File: config.mk
export PLATFORM = sky130hd
export DESIGN_NAME = store_buffer
export DESIGN_NICKNAME = d
export VERILOG_FILES = /design/src/rtl/store_buffer.sv
export SDC_FILE = /design/constraint.sdc
export NUM_CORES = 1
export LEC_CHECK = 0
export CAP_MARGIN = 10
export CORE_ASPECT_RATIO = 1.75
export CORE_MARGIN = 3
export CORE_UTILIZATION = 30
export CTS_CLUSTER_SIZE = 30
export DETAILED_ROUTE_END_ITERATION = 6
export GPL_TIMING_DRIVEN = 0
export HOLD_SLACK_MARGIN = 0.03
export PLACE_DENSITY = 0.46
export SYNTH_ARGS = -nofsm -noshare
export SYNTH_HDL_FRONTEND = slang
export SYNTH_SLANG_ARGS = --single-unit
File: constraint.sdc
create_clock -name clk -period 13.2 [get_ports clk]
set_clock_uncertainty 0.1 [all_clocks]
set_input_delay 3.96 -clock clk [delete_from_list [all_inputs] [get_ports clk]]
set_output_delay 3.96 -clock clk [all_outputs]
set_load 0.01 [all_outputs]
File: src/rtl/store_buffer.sv
// store_buffer: posted-write FIFO between the cpu data port and the memory bus.
//   Buffers cpu stores and drains them in order over a valid/ready write channel.
//   Loads forward from the youngest matching buffered store, else bus read data.
// Ports:
//   clk, reset_n (synchronous, active-high despite the name)
//   cpu_addr_i / cpu_wr_data_i / cpu_wr_sig_i : cpu store/load request
//   cpu_rd_data_o                             : load data (combinational)
//   bus_rd_addr_o / bus_rd_data_i             : pass-through bus read
//   bus_wr_valid_o / bus_wr_ready_i / bus_wr_addr_o / bus_wr_data_o : drain channel
//   full_o / drained_o / overflow_o           : occupancy and sticky drop flag
module store_buffer #(
  parameter int DEPTH  = 4,
  parameter int ADDR_W = 32,
  parameter int DATA_W = 32
) (
  input  logic              clk,
  input  logic              reset_n,
  input  logic [ADDR_W-1:0] cpu_addr_i,
  input  logic [DATA_W-1:0] cpu_wr_data_i,
  input  logic              cpu_wr_sig_i,
  output logic [DATA_W-1:0] cpu_rd_data_o,
  output logic [ADDR_W-1:0] bus_rd_addr_o,
  input  logic [DATA_W-1:0] bus_rd_data_i,
  output logic              bus_wr_valid_o,
  input  logic              bus_wr_ready_i,
  output logic [ADDR_W-1:0] bus_wr_addr_o,
  output logic [DATA_W-1:0] bus_wr_data_o,
  output logic              full_o,
  output logic              drained_o,
  output logic              overflow_o
);
  localparam int PW = $clog2(DEPTH);
  logic [ADDR_W-1:0] addr_q [DEPTH];
  logic [DATA_W-1:0] data_q [DEPTH];
  logic [PW-1:0] wr_ptr_q, wr_ptr_d, rd_ptr_q, rd_ptr_d;
  logic [PW:0] count_q, count_d;
  logic overflow_q, overflow_d;
  logic push, pop;
  assign bus_wr_valid_o = count_q != '0;
  assign full_o = count_q == (PW+1)'(DEPTH);
  assign drained_o = count_q == '0;
  assign overflow_o = overflow_q;
  assign bus_rd_addr_o = cpu_addr_i;
  assign bus_wr_addr_o = addr_q[rd_ptr_q];
  assign bus_wr_data_o = data_q[rd_ptr_q];
  assign pop = bus_wr_valid_o & bus_wr_ready_i;
  assign push = cpu_wr_sig_i & (~full_o | pop);
  assign wr_ptr_d = push ? wr_ptr_q + 1'b1 : wr_ptr_q;
  assign rd_ptr_d = pop ? rd_ptr_q + 1'b1 : rd_ptr_q;
  assign count_d = count_q + (PW+1)'(push) - (PW+1)'(pop);
  assign overflow_d = overflow_q | (cpu_wr_sig_i & ~push);
  // Walk entries oldest to youngest so the last match (youngest) wins.
  always_comb begin
    cpu_rd_data_o = bus_rd_data_i;
    for (int i = 0; i < DEPTH; i++)
      if ((PW+1)'(i) < count_q && addr_q[rd_ptr_q + PW'(i)][ADDR_W-1:2] == cpu_addr_i[ADDR_W-1:2])
        cpu_rd_data_o = data_q[rd_ptr_q + PW'(i)];
  end
  always_ff @(posedge clk) begin
    if (reset_n) begin
      wr_ptr_q <= '0;
      rd_ptr_q <= '0;
      count_q <= '0;
      overflow_q <= 1'b0;
    end else begin
      wr_ptr_q <= wr_ptr_d;
      rd_ptr_q <= rd_ptr_d;
      count_q <= count_d;
      overflow_q <= overflow_d;
    end
  end
  always_ff @(posedge clk) begin
    if (push) begin
      addr_q[wr_ptr_q] <= cpu_addr_i;
      data_q[wr_ptr_q] <= cpu_wr_data_i;
    end
  end
endmodule

==> results of run 1 <==
how the worst max path moves through the flow:
| stage | from | end | slack [ns] | cells past startpoint |
|---|---|---|---|---|
| after floorplan | cpu_addr_i[3] | cpu_rd_data_o[10] | 3.03 | 9 |
| after global placement | cpu_addr_i[9] | cpu_rd_data_o[2] | 0.15 | 11 |
| after detailed placement | cpu_addr_i[15] | cpu_rd_data_o[2] | 0.27 | 12 |
| after CTS | cpu_addr_i[15] | cpu_rd_data_o[2] | 0.22 | 12 |
| after global routing | cpu_addr_i[15] | cpu_rd_data_o[24] | 0.09 | 12 |
| final | cpu_addr_i[15] | cpu_rd_data_o[2] | 0.34 | 12 |
where the power goes:
group	internal, W	switching (W)	leakage, nW
logic	0.000887	0.000961	4.00
clock network	0.000454	0.000338	0.426
registers	0.00102	0.0000569	2.43
metrics by stage:
stage / total power (W) / worst slack (ns) / util (%) / hold slack [ns]
detailed placement: 0.002968 / 0.2711 / 36.08 / 0.3641
finish: 0.003713 / 0.3380 / 37.59 / 0.3731
floorplan: 0.002230 / 3.030 / - / 0.4022
global placement: 0.002970 / 0.1547 / 35.87 / 0.3568
global route: 0.003888 / 0.08702 / 37.58 / 0.4429
CTS: 0.003780 / 0.2181 / 37.58 / 0.3806
cells by family (layout without fill, tap and decap cells):
kind of cell,after synthesis,after routing,share of synthesized area (%)
flip-flops,266,266,43.93
other,0,1,0
multiplexers,282,282,30.65
AND/OR/NAND/NOR,188,188,7.540
buffers and inverters,186,468,5.533
adder cells (fa/ha/maj),8,8,0.5992
AO/OA/AOI/OAI,158,158,6.390
XOR/XNOR,110,110,5.366
cells in the mapped netlist (4+ instances only):
cell and number:
ha_1 7, nand2_1 21, buf_4 41, clkbuf_1 44
buf_6 10, dfxtp_1 10, clkbuf_2 4, and4bb_1 31
o21ai_1 30, nor4_1 13, a22oi_1 6, buf_2 27
nor2_1 14, nor2b_1 6, a211oi_2 31, mux4_2 214
and2_1 4, mux2i_1 66, or3b_2 32, inv_1 43
nand3_1 37, o211ai_1 4, o22ai_1 9, buf_1 15
xor2_1 40, o21ai_0 45, xnor2_1 70, edfxtp_1 256
nand4_1 15, a211oi_1 4, a21oi_1 8
flip-flops by register name, summed over array words and instances (netlist names), named ones only:
register,flops
addr_q,128
rd_ptr_q,2
wr_ptr_q,2
data_q,128
overflow_o,1
count_q,3
final cells by class:
| type | instances | area [um2] | area share, % |
|---|---|---|---|
| clock buffer | 32 | 694.4 | 3.121 |
| antenna | 1 | 2.502 | 0.01125 |
| clock inverter | 16 | 195.2 | 0.8771 |
| timing repair buffer | 234 | 2412 | 10.84 |
| inverter | 43 | 161.4 | 0.7253 |
| multi-input combinational | 746 | 9091 | 40.85 |
| buffer | 143 | 832.0 | 3.739 |
| sequential | 266 | 7888 | 35.45 |
| tap | 780 | 975.9 | 4.386 |
routing by layer:
metal  part of all wire [%]  vias to the layer above
met5                      0                        -
met4                    4.8                        0
met3                    4.6                      112
met2                     56                      465
met1                     34                     6476
li1                       -                     5406
critical path: cells and delay by family:
family          cells  cell delay, ns
simple gates        4            1.28
compound gates      3            1.25
buf+inv             5            2.28
==> key figures, run 1 <==
Status
  • Result of the run: complete, no violations

Die
  • Die extent in x: 190.9 um
  • Core footprint: 0.05920 mm2
  • Die Height: 329.6 um
  • DIE AREA: 0.06294 mm2
  • Initial core utilization: 30.33%
  • Number of ports placed on the die boundary: 232
  • Row count: 118

Place
  • Number of placed instances, taps included: 2212
  • Final HPWL DP: 50580 um
  • Input/output buffers: 230
  • Routability cong.: 0.9295
  • Post-placement cell area: 0.02136 mm2

Setup path
  • Crit path required time: 9.14 ns
  • Standard cell with the maximum stage delay on the critical path: clkdlybuf4s50_1
  • Capturing point of the worst reg2reg path: rd_ptr_q[1]
  • Critical path type: in2out
  • Type of element capturing the critical path: output pin
  • R2R setup slack: 9.12 ns
  • CP Max Fanout: 10
  • Depth of the most critical reg-to-reg path: 11
  • Launch point of the worst reg-to-reg path: rd_ptr_q[0]
  • Crit path launch type: input port
  • Slowest Stage Delay on Critical Path: 0.67 ns
  • Crit path DAT: 8.80 ns
  • Worst-path cell chain: clkdlybuf4s50_1 -> clkbuf_1 -> inv_1 -> a221oi_1 -> nand4_1 -> a211oi_1 -> nand4_1 -> nand2_1 -> clkbuf_1 -> and4bb_1 -> a211oi_2 -> clkdlybuf4s50_1

Clock tree
  • Number of hold buffers added after CTS: 0
  • Clock Latency Late Sink: 0.56 ns
  • Cell at the root of the clock tree: clkbuf_16
  • Resize count post-CTS: 0
  • Count of clock tree sinks: 266
  • Number of CTS-inserted buffers: 27
  • Buffers inserted during post-CTS setup optimization: 0
  • Maximum buffer depth of the clock tree: 3
  • CTS clock-pin slew for the worst setup and hold paths: 0.06 ns
  • Clock H-tree levels: 1
  • TritonCTS clock tree: built

Routing
  • Number of nets still failing antenna checks after routing: 0
  • Total number of vias: 12.46k
  • Remaining DRCs: 0
  • First drt pass iteration count: 5
  • Routed len/inst: 29.70 um
  • Routed wire length: 67160 um
  • Average via count per standard cell: 5.510
  • Number of DRC markers in iteration 0: 721

Yosys
  • Register bit total from synthesis: 266
  • Async S/R FF share, synth: 0%
  • Total nets after synthesis: 1306
  • Largest cells by area after synthesis: edfxtp_1, mux4_2, mux2i_1
  • Cell type contributing the most total cell area after synthesis: edfxtp_1
  • Post-synth EDFFs: 256
  • Number of synthesis warnings: 0
  • Syn Area/Cell: 14.99 um2
  • Count of distinct cell types in the synthesized netlist: 55
  • Cells after synthesis: 1198
  • Dominant register cell in the synthesized netlist: edfxtp_1
  • Sequential share of the synthesized area: 43.93%
  • Synthesized cell area: 0.01796 mm2
  • Area share of the largest cell type after synthesis: 42.81%

Final layout
  • Fill cells: 5607
  • Count of placed standard cells in the final layout, fillers left out: 2261
  • Fin nets: 1569
  • Leading cell type in the layout, fill and taps excluded: edfxtp_1
  • Commonest non-fill, non-tap cells in the layout: edfxtp_1, clkdlybuf4s50_1, mux4_2
  • Syn-to-layout area delta: 23.93%
  • Layout cell share with drive strength beyond 1: 28.11%
  • Area of all placed cells without fillers: 0.02225 mm2

GRT
  • Number of global-route vias before repair: 13.32k
  • Largest net degree at the start of global routing: 44
  • Global routing usage on met2: 41.30%
  • Top Usage Layer GRT: met2
  • Antenna violations before repair: 1
  • Met3 track utilization from global routing: 2.421%
  • Met1 Resource Use GR: 22.35%
  • Global Route Usage Sum: 21.11%
  • Overflow left after global routing: 0
  • Wire length of the first global-routing pass: 95880 um

Worst hold path
  • Startpoint of the lowest-slack hold path: overflow_o
  • Hold Path Stages: 2
  • Hold EP: overflow_o
  • Class of the tightest hold or removal check: reg2reg

Timing
  • Max-slew headroom: 28.63%
  • Final-layout setup total negative slack: 0 ns
  • Period utilization: 97.44%
  • Setup repair after global routing missed its margin: no
  • Number of endpoints failing setup at the final stage: 0
  • Final hold violation count: 0
  • Maximum clock frequency: 0.07775 GHz
  • Count of final max-slew check failures: 0
  • Slew @ Worst Pin: 1.071 ns
  • Post-route minimum period: 12.86 ns

Pwr
  • Leak: 6.859 nW
  • Total power density per cell area: 166.9 mW/mm2
  • Highest ir drop seen on vdd: 0.00009602 V

Run
  • Max-capacitance violation count: 0
Note: power is estimated with default switching activity, not from simulation.
==> run 2: changes to the inputs <==
--- a/config.mk
+++ b/config.mk
@@ -14,6 +14,7 @@
 export GPL_TIMING_DRIVEN = 0
 export HOLD_SLACK_MARGIN = 0.03
 export PLACE_DENSITY = 0.46
+export SKIP_CTS_REPAIR_TIMING = 1
 export SYNTH_ARGS = -nofsm -noshare
 export SYNTH_HDL_FRONTEND = slang
 export SYNTH_SLANG_ARGS = --single-unit
==> results of run 2 <==
The final DEF is identical to that of run 1; final timing and power are the same.
